===== src/rtl/y86_pkg.sv =====
// Shared Y86-64 constants for the memory stage: icodes, memory-stage FSM states
// and the operation class produced by decode.
package y86_pkg;

  localparam logic [3:0] IRMMOVQ = 4'd4;
  localparam logic [3:0] IMRMOVQ = 4'd5;
  localparam logic [3:0] ICALL   = 4'd8;
  localparam logic [3:0] IRET    = 4'd9;
  localparam logic [3:0] IPUSHQ  = 4'd10;
  localparam logic [3:0] IPOPQ   = 4'd11;

  typedef enum logic [1:0] {
    S_IDLE  = 2'd0,
    S_ISSUE = 2'd1,
    S_DONE  = 2'd2
  } state_t;

  typedef enum logic [1:0] {
    OP_NONE  = 2'd0,
    OP_READ  = 2'd1,
    OP_WRITE = 2'd2
  } op_t;

endpackage


===== src/rtl/mem_op_decode.sv =====
// Combinational memory-stage decode: selects the op class, the address source
// and the write-data source from the instruction code.
module mem_op_decode
  import y86_pkg::*;
(
  input  logic        [3:0]  icode,
  input  logic signed [63:0] val_a,
  input  logic signed [63:0] val_e,
  input  logic signed [63:0] val_p,
  output op_t                op_cls,
  output logic        [63:0] addr,
  output logic        [63:0] wdata
);

  always_comb begin
    op_cls = OP_NONE;
    addr   = val_e;
    wdata  = val_a;
    case (icode)
      IMRMOVQ:       op_cls = OP_READ;
      IRET, IPOPQ: begin
        op_cls = OP_READ;
        addr   = val_a;
      end
      IRMMOVQ, IPUSHQ: op_cls = OP_WRITE;
      ICALL: begin
        op_cls = OP_WRITE;
        wdata  = val_p;
      end
      default: op_cls = OP_NONE;
    endcase
  end

endmodule


===== src/rtl/mem_access_ctrl.sv =====
// Y86-64 memory-stage access controller: captures one operation, runs a single
// request/ack handshake with timeout, and reports the result and sticky errors.
//
// state   | meaning
// S_IDLE  | waiting for start; captures the operation
// S_ISSUE | mem_req high, waiting for mem_ack or timeout
// S_DONE  | one-cycle completion pulse
module mem_access_ctrl
  import y86_pkg::*;
#(
  parameter int MEM_WORDS = 1024,
  parameter int TIMEOUT   = 15
) (
  input  logic               clk,
  input  logic               reset,
  input  logic               start,
  input  logic        [3:0]  icode,
  input  logic signed [63:0] val_A,
  input  logic signed [63:0] val_E,
  input  logic signed [63:0] val_P,
  output logic               mem_req,
  output logic               mem_we,
  output logic        [63:0] mem_addr,
  output logic        [63:0] mem_wdata,
  input  logic               mem_ack,
  input  logic        [63:0] mem_rdata,
  input  logic               mem_err,
  output logic signed [63:0] val_M,
  output logic               busy,
  output logic               done,
  output logic               dmem_er
);

  localparam int CW = $clog2(TIMEOUT + 1);

  op_t         dec_cls;
  logic [63:0] dec_addr;
  logic [63:0] dec_wdata;

  state_t      state_q, state_d;
  op_t         op_q, op_d;
  logic [63:0] addr_q, addr_d;
  logic [63:0] wdata_q, wdata_d;
  logic        we_q, we_d;
  logic [CW-1:0] cnt_q, cnt_d;
  logic [63:0] val_m_q, val_m_d;
  logic        err_q, err_d;

  mem_op_decode u_dec (
    .icode  (icode),
    .val_a  (val_A),
    .val_e  (val_E),
    .val_p  (val_P),
    .op_cls (dec_cls),
    .addr   (dec_addr),
    .wdata  (dec_wdata)
  );

  always_comb begin
    state_d = state_q;
    op_d    = op_q;
    addr_d  = addr_q;
    wdata_d = wdata_q;
    we_d    = we_q;
    cnt_d   = cnt_q;
    val_m_d = val_m_q;
    err_d   = err_q;
    case (state_q)
      S_IDLE: begin
        if (start) begin
          op_d    = dec_cls;
          addr_d  = dec_addr;
          wdata_d = dec_wdata;
          we_d    = (dec_cls == OP_WRITE);
          cnt_d   = '0;
          if (dec_cls == OP_NONE) begin
            state_d = S_DONE;
          end else if (dec_addr > 64'(MEM_WORDS - 1)) begin
            // Unsigned compare: negative addresses fault here too.
            err_d   = 1'b1;
            state_d = S_DONE;
          end else begin
            state_d = S_ISSUE;
          end
        end
      end
      S_ISSUE: begin
        if (mem_ack) begin
          if (mem_err) err_d = 1'b1;
          else if (op_q == OP_READ) val_m_d = mem_rdata;
          state_d = S_DONE;
        end else if (cnt_q == CW'(TIMEOUT - 1)) begin
          err_d   = 1'b1;
          state_d = S_DONE;
        end else begin
          cnt_d = cnt_q + 1'b1;
        end
      end
      S_DONE:  state_d = S_IDLE;
      default: state_d = S_IDLE;
    endcase
  end

  always_ff @(posedge clk) begin
    if (reset) begin
      state_q <= S_IDLE;
      op_q    <= OP_NONE;
      addr_q  <= '0;
      wdata_q <= '0;
      we_q    <= 1'b0;
      cnt_q   <= '0;
      val_m_q <= '0;
      err_q   <= 1'b0;
    end else begin
      state_q <= state_d;
      op_q    <= op_d;
      addr_q  <= addr_d;
      wdata_q <= wdata_d;
      we_q    <= we_d;
      cnt_q   <= cnt_d;
      val_m_q <= val_m_d;
      err_q   <= err_d;
    end
  end

  assign mem_req   = (state_q == S_ISSUE);
  assign busy      = (state_q != S_IDLE);
  assign done      = (state_q == S_DONE);
  assign mem_we    = we_q;
  assign mem_addr  = addr_q;
  assign mem_wdata = wdata_q;
  assign val_M     = val_m_q;
  assign dmem_er   = err_q;

endmodule

===== config.mk =====
export PLATFORM = sky130hd
export DESIGN_NAME = mem_access_ctrl
export DESIGN_NICKNAME = d
export VERILOG_FILES = /design/src/rtl/y86_pkg.sv /design/src/rtl/mem_op_decode.sv /design/src/rtl/mem_access_ctrl.sv
export SDC_FILE = /design/constraint.sdc
export NUM_CORES = 1
export LEC_CHECK = 0
export BUFFER_PORTS_ARGS = -buffer_cell sky130_fd_sc_hd__buf_2
export CORE_AREA = 4 4 178 180
export DETAILED_ROUTE_END_ITERATION = 8
export DIE_AREA = 0 0 182 184
export PLACE_DENSITY = 0.55
export SETUP_SLACK_MARGIN = 0.5
export SLEW_MARGIN = 10
export SYNTH_ARGS = -nofsm -noshare
export SYNTH_HDL_FRONTEND = slang
export SYNTH_SLANG_ARGS = --single-unit

===== constraint.sdc =====
create_clock -name clk -period 1.8 [get_ports clk]
set_clock_uncertainty 0.2 [all_clocks]
set_input_delay 0.54 -clock clk [delete_from_list [all_inputs] [get_ports clk]]
set_output_delay 0.54 -clock clk [all_outputs]
set_load 0.05 [all_outputs]

==> results of run 1 <==
[layout make-up]
class | instances | share of cell area, %
Timing Repair Buffer | 764 | 42.75
Multi-Input combinational cell | 671 | 26.27
Sequential cell | 202 | 24.03
Clock buffer | 35 | 3.887
Tap cell | 396 | 2.700
Clock inverter | 4 | 0.2455
Inverter | 4 | 0.09546
Antenna cell | 2 | 0.02727
[routing by layer]
layer  vias up  part of all wire [%]
li1       4728                     -
met1      4717                    37
met2       448                    51
met3       124                   7.7
met4        12                   5.0
met5         -                  0.15
[worst max-delay path, stage by stage, from the launching register on]
cell	delay, ps
dfxtp_4	390
nor2b_4	180
buf_8	160
[through the flow]
step / setup slack (ps) / area, um^2 / TNS [ps]
after floorplan: 51.31 / 8702 / 0
after CTS: -218.1 / 16420 / -3270
after global placement: -678.4 / 12220 / -29250
final: -192.7 / 18350 / -9548
after detailed placement: -639.0 / 12220 / -31430
after global routing: -233.1 / 18350 / -18740
[state kept, by name, summed over array words and instances (netlist names)]
signal,flops
mem_wdata,64
mem_addr,64
op_q,2
dmem_er,1
val_M,64
state_q,2
mem_we,1
cnt_q,4
[logic make-up (layout without fill, tap and decap cells)]
logic type | after synthesis | after routing
DFF | 202 | 202
and+or+nand+nor | 326 | 326
adders and majority gates | 2 | 2
AOI/OAI and AO/OA | 210 | 210
other | 0 | 2
buffers and inverters | 71 | 807
muxes | 131 | 131
xor gates and xnor gates | 2 | 2
[synth_stat cells, types with 2 or more instances]
library cell / number
a21oi_1: 67
xnor2_1: 2
clkbuf_1: 24
mux2i_1: 130
inv_1: 4
nand4_1: 11
nor3_1: 5
nand3b_1: 2
buf_2: 20
o21ai_0: 111
a21o_1: 2
nor2b_1: 4
nor2_1: 13
o21ai_1: 23
ha_1: 2
buf_4: 7
dfxtp_1: 202
nand2_1: 259
buf_6: 16
nor4_1: 20
nand3_1: 4
[power by group through the flow]
stage	Combinational (mW)	Clock (mW)	Sequential, mW
floorplan	0.504	0	5.59
global placement	2.14	0	4.90
detailed placement	2.15	0	4.90
CTS	2.91	4.85	4.89
global route	3.45	5.07	4.91
finish	3.31	4.74	4.89
[timing repair]
item	in CTS	in global routing
cloned	28	7
gates resized for setup	743	350
setup endpoints to repair	399	399
pin swaps	26	138
buffers inserted	40	87
[worst max path at each step]
stage                                  startpoint              endpoint
final                     state_q[0]$_SDFFE_PP0P_               mem_req
after global routing      state_q[1]$_SDFFE_PP0P_                  done
after CTS                 state_q[0]$_SDFFE_PP0P_               mem_req
after detailed placement                val_E[28]  dmem_er$_SDFFE_PP0P_
after global placement                  val_A[33]  dmem_er$_SDFFE_PP0P_
after floorplan                          icode[2]  dmem_er$_SDFFE_PP0P_
==> impl_metrics.tcl, run 1 <==
set metrics [dict create \
    min_path_type "primary input to register" \
    fp.dieArea_mm2 0.03349 \
    final_cell_mix "262 x buf_2, 207 x buf_4, 194 x buf_8, 151 x dfxtp_2, 129 x mux2i_1" \
    grt_first_pass_wirelength_mm 58.17 \
    first_pass_iters 4 \
    numClockSinks 202 \
    syn_to_final_growth_pct 120.9 \
    initial_core_util_pct 27.52 \
    timing.hold.ws_ps 58.64 \
    synth_top_area_share_pct 48.67 \
    rr_endpoint "val_M[25]$_SDFFE_PP0P_" \
    place_hpwl_mm 27.25 \
    path_clk_slew_ps 60 \
    globalRouteTotalUtil_pct 22.33 \
    p_seq_share_pct 37.8 \
    worst_setup_path_end_kind "output pin" \
    clkPwrFrac_pct 36.6 \
    p_sw_mw 3.799 \
    ys_warn_count 0 \
    critPathMaxFanout 4 \
    required_ps 1060 \
    p_int_mw 9.152 \
    finalPower_mw 12.95 \
    synth_edf_count 0 \
    fin_crit_ps 1993 \
    cts_tree "done" \
    fin_crit_sh_pct 110.7 \
    status "finished with violations" \
    ctsHoldBuffers 0 \
    dr_total_vias 10030 \
    cts.path.max_buffers 3 \
    cts_buffers 24 \
    syn_area_mm2 0.008308 \
    dp_cells 1875 \
    drc_errors 0 \
    muxShareOfSynthArea_pct 15.80 \
    grt.met1_usage_pct 25.15 \
    synth_compound_area_share_pct 13.09 \
    sw_frac_of_total_pct 29.34 \
    r2r_start "state_q[0]$_SDFFE_PP0P_" \
    hold_depth 3 \
    multi_input_area_mm2 0.004821 \
    critPathArrivalTime_ps 1250 \
    grt_antenna_before_repair 8 \
    ys_seq_area_share_pct 48.67 \
    maxCapViolCount 0 \
    combinationalPowerShare_pct 25.6 \
    clkLatencyLatePin_ps 510 \
    fin_ws_ps -192.7 \
    violations "negative setup slack" \
    grt_max_degree 65 \
    synthAdderAreaFrac_pct 0.3012 \
    clock.fmax_mhz 501.8 \
    gp_congestion 0.9518 \
    utilization_pct 60.78 \
    hold_viol_final 0 \
    final_common_cell "buf_2" \
    avgSynthCellArea_um2 8.801 \
    r2r_cells 9 \
    htree_levels 1 \
    hp-start "mem_rdata[15]" \
    setup_viol 137 \
    met3_usage_pct 6.173 \
    busiest_layer "met2" \
    rsz0062_at_grt "yes" \
    synth_top_family_by_area "simple AND/OR/NAND/NOR gates" \
    routedWlPerCell_um 20.65 \
    power.density_mw_per_mm2 705.8 \
    antenna_left 0 \
    min_to "val_M[15]$_SDFFE_PP0P_" \
    synth_seq_cells 202 \
    vias_per_cell 4.826 \
    crit_type "register to output pin" \
    synth.net_count 1211 \
    synthArstFlopShare_pct 0 \
    wirelength_mm 42.91 \
    synth.distinct_cells 37 \
    synthCells 944 \
    synthXorXnorAreaFrac_pct 0.2108 \
    drive_above_1_share_pct 73.10 \
    io_pins 462 \
    yosysTopAreaCell "dfxtp_1" \
    ys.flop_type "dfxtp_1" \
    use_met2_pct 39.80 \
    grt_pass1_vias 9760 \
    die_w_um 182 \
    power.leakage_nw 8.244 \
    ys_top_cells_by_area "dfxtp_1 49%, mux2i_1 16%, nand2_1 12%" \
    ir_drop_mv 0.5363 \
    slew_violations 0 \
    synth-simple-area-share_pct 16.66 \
    fill_cells 2349 \
    die_y_um 184 \
    drt_iter0_markers 307 \
    final_cells 2078 \
    fin_nets 1934 \
    regToRegSetupSlack_ps -140 \
    gr-total-overflow 0 \
    core-area_mm2 0.03019 \
    seq_area_mm2 0.004409 \
    portBuffers 461 \
    timing.slew.headroom_pct 75.77 \
    rows 64 \
    startpoint_type "register" \
    cts-root-buf "clkbuf_16" \
    worst_pin_slew_ps 360.5 \
]
No activity file was read; power rests on OpenSTA's default activity.
==> inputs of run 2 (changes only) <==
--- a/config.mk
+++ b/config.mk
@@ -10,6 +10,7 @@
 export DETAILED_ROUTE_END_ITERATION = 8
 export DIE_AREA = 0 0 182 184
 export PLACE_DENSITY = 0.55
+export REMOVE_ABC_BUFFERS = 1
 export SETUP_SLACK_MARGIN = 0.5
 export SLEW_MARGIN = 10
 export SYNTH_ARGS = -nofsm -noshare
==> run 2 against run 1 <==
The flow still finishes with violations (negative setup slack). Global-route usage is 1.5 points lower. Worst setup slack lost 21 ps. Final cell count down 2.2%. Register-to-register slack about the same. Die area unchanged. Total power up 1.6%. Critical path depth up 1. Fmax fell by 1.1%. Final area fell by 2.8%. Sequential power grew 0.8%. Largest cell class unchanged.
==> impl_metrics.tcl, run 2 (same netlist as run 1, synthesis figures left out) <==
set metrics [dict create \
    maxCapViolCount 0 \
    vias_per_cell 4.829 \
    drive_above_1_share_pct 75.23 \
    final_common_cell "buf_2" \
    grt_max_degree 65 \
    wirelength_mm 42.47 \
    globalRouteTotalUtil_pct 20.85 \
    grt_pass1_vias 9864 \
    startpoint_type "register" \
    rsz0062_at_grt "yes" \
    final_cell_mix "261 x buf_2, 198 x buf_8, 171 x dfxtp_2, 168 x buf_4, 129 x mux2i_1" \
    hp-start "mem_rdata[16]" \
    min_to "val_M[16]$_SDFFE_PP0P_" \
    critPathArrivalTime_ps 1270 \
    r2r_cells 8 \
    syn_to_final_growth_pct 114.6 \
    first_pass_iters 4 \
    min_path_type "primary input to register" \
    fin_nets 1884 \
    initial_core_util_pct 27.52 \
    max_stage_delay_ps 360 \
    gp_congestion 0.8600 \
    fp.dieArea_mm2 0.03349 \
    clkLatencyLatePin_ps 520 \
    critPathMaxFanout 3 \
    fin_ws_ps -214.0 \
    portBuffers 461 \
    hold_viol_final 0 \
    status "finished with violations" \
    routedWlPerCell_um 20.90 \
    cp_slowest_cell "dfxtp_4" \
    worst_setup_path_end_kind "output pin" \
    setup_viol 147 \
    gr-total-overflow 0 \
    grt_antenna_before_repair 2 \
    tns_ps -7643 \
    dr_total_vias 9812 \
    slew_violations 0 \
    clock.fmax_mhz 496.5 \
    cts.path.max_buffers 3 \
    numClockSinks 202 \
    regToRegSetupSlack_ps -130 \
    drt_iter0_markers 275 \
    ir_drop_mv 0.5445 \
    rows 64 \
    power.density_mw_per_mm2 737.8 \
    timing.slew.headroom_pct 40.03 \
    dp_cells 1894 \
    violations "negative setup slack" \
    crit_type "register to output pin" \
    antenna_left 0 \
    power.leakage_nw 8.020 \
    cts_buffers 25 \
    die_y_um 184 \
    cts_tree "done" \
    final_cells 2032 \
    worst_pin_slew_ps 899.6 \
    hold_depth 3 \
    die_w_um 182 \
    drc_errors 0 \
    path_clk_slew_ps 60 \
    required_ps 1060 \
    htree_levels 1 \
    fin_crit_sh_pct 111.9 \
    cts-root-buf "clkbuf_16" \
    fin_crit_ps 2014 \
    path_cells "buf_6, nor2b_4, buf_8" \
    r2r_start "state_q[0]$_SDFFE_PP0P_" \
    io_pins 462 \
    rr_endpoint "val_M[4]$_SDFFE_PP0P_" \
    grt_first_pass_wirelength_mm 55.43 \
    ctsHoldBuffers 0 \
    place_hpwl_mm 27.37 \
    core-area_mm2 0.03019 \
]
[run 2: power by group]
group / switching (mW) / internal (mW) / leakage (nW) / total (mW)
clock: 2.10 / 3.02 / 0.394 / 5.12
sequential: 0.232 / 4.69 / 1.74 / 4.93
combinational: 1.66 / 1.45 / 5.88 / 3.11
[run 2: timing repair]
action | CTS | global route
gates resized for setup | 831 | 485
pin swaps | 22 | 156
hold endpoints to repair | 0 | 0
gates cloned | 6 | 21
buffers inserted | 12 | 53
endpoints found under the setup margin | 399 | 399
[run 2: worst max path at each step]
stage                            startpoint                        end  slack, ps
finish              state_q[0]$_SDFFE_PP0P_                       done       -210
global placement                  val_A[48]       dmem_er$_SDFFE_PP0P_       -740
floorplan                          icode[1]  mem_wdata[0]$_SDFFE_PP0P_      -4740
detailed placement                val_A[48]       dmem_er$_SDFFE_PP0P_       -720
CTS                 state_q[0]$_SDFFE_PP0P_                       done       -230
global route        state_q[0]$_SDFFE_PP0P_                    mem_req       -250
[run 2: area by class of cell]
class                      instances  area (um^2)
antenna                            1        2.502
clock buffer                      32        691.9
clock inverter                    13        138.9
fill                            2417        12360
inverter                           4        15.01
multi-input combinational        671         5071
sequential                       202         4359
tap                              396        495.5
timing repair buffer             713         7058
[run 2: through the flow]
step / total power, mW / hold WS [ps] / worst slack [ps] / util [%] / area [um^2]
global placement: 6.969 / 229.4 / -741.7 / 40.28 / 12160
global route: 13.55 / 54.47 / -249.3 / 59.07 / 17830
CTS: 12.72 / 27.47 / -234.2 / 51.95 / 15680
floorplan: 5.951 / 232.8 / -4744 / - / 7885
finish: 13.16 / 43.54 / -214.0 / 59.07 / 17830
detailed placement: 6.984 / 237.1 / -718.3 / 40.28 / 12160
[run 2: critical path: cells and delay by family (launching register included)]
family	cells	cell delay (ps)
flip-flops	1	360
AND/OR/NAND/NOR	1	110
buffers and inverters	2	280
[run 2: per-layer routing]
layer  up-vias  global-route usage, %  share of wire, %
li1       4615                      -                 -
met1      4677                  22.37                35
met5         -                      0                 0
met3        99                  5.916               7.7
met4         0                  7.835               4.3
met2       421                  38.83                53
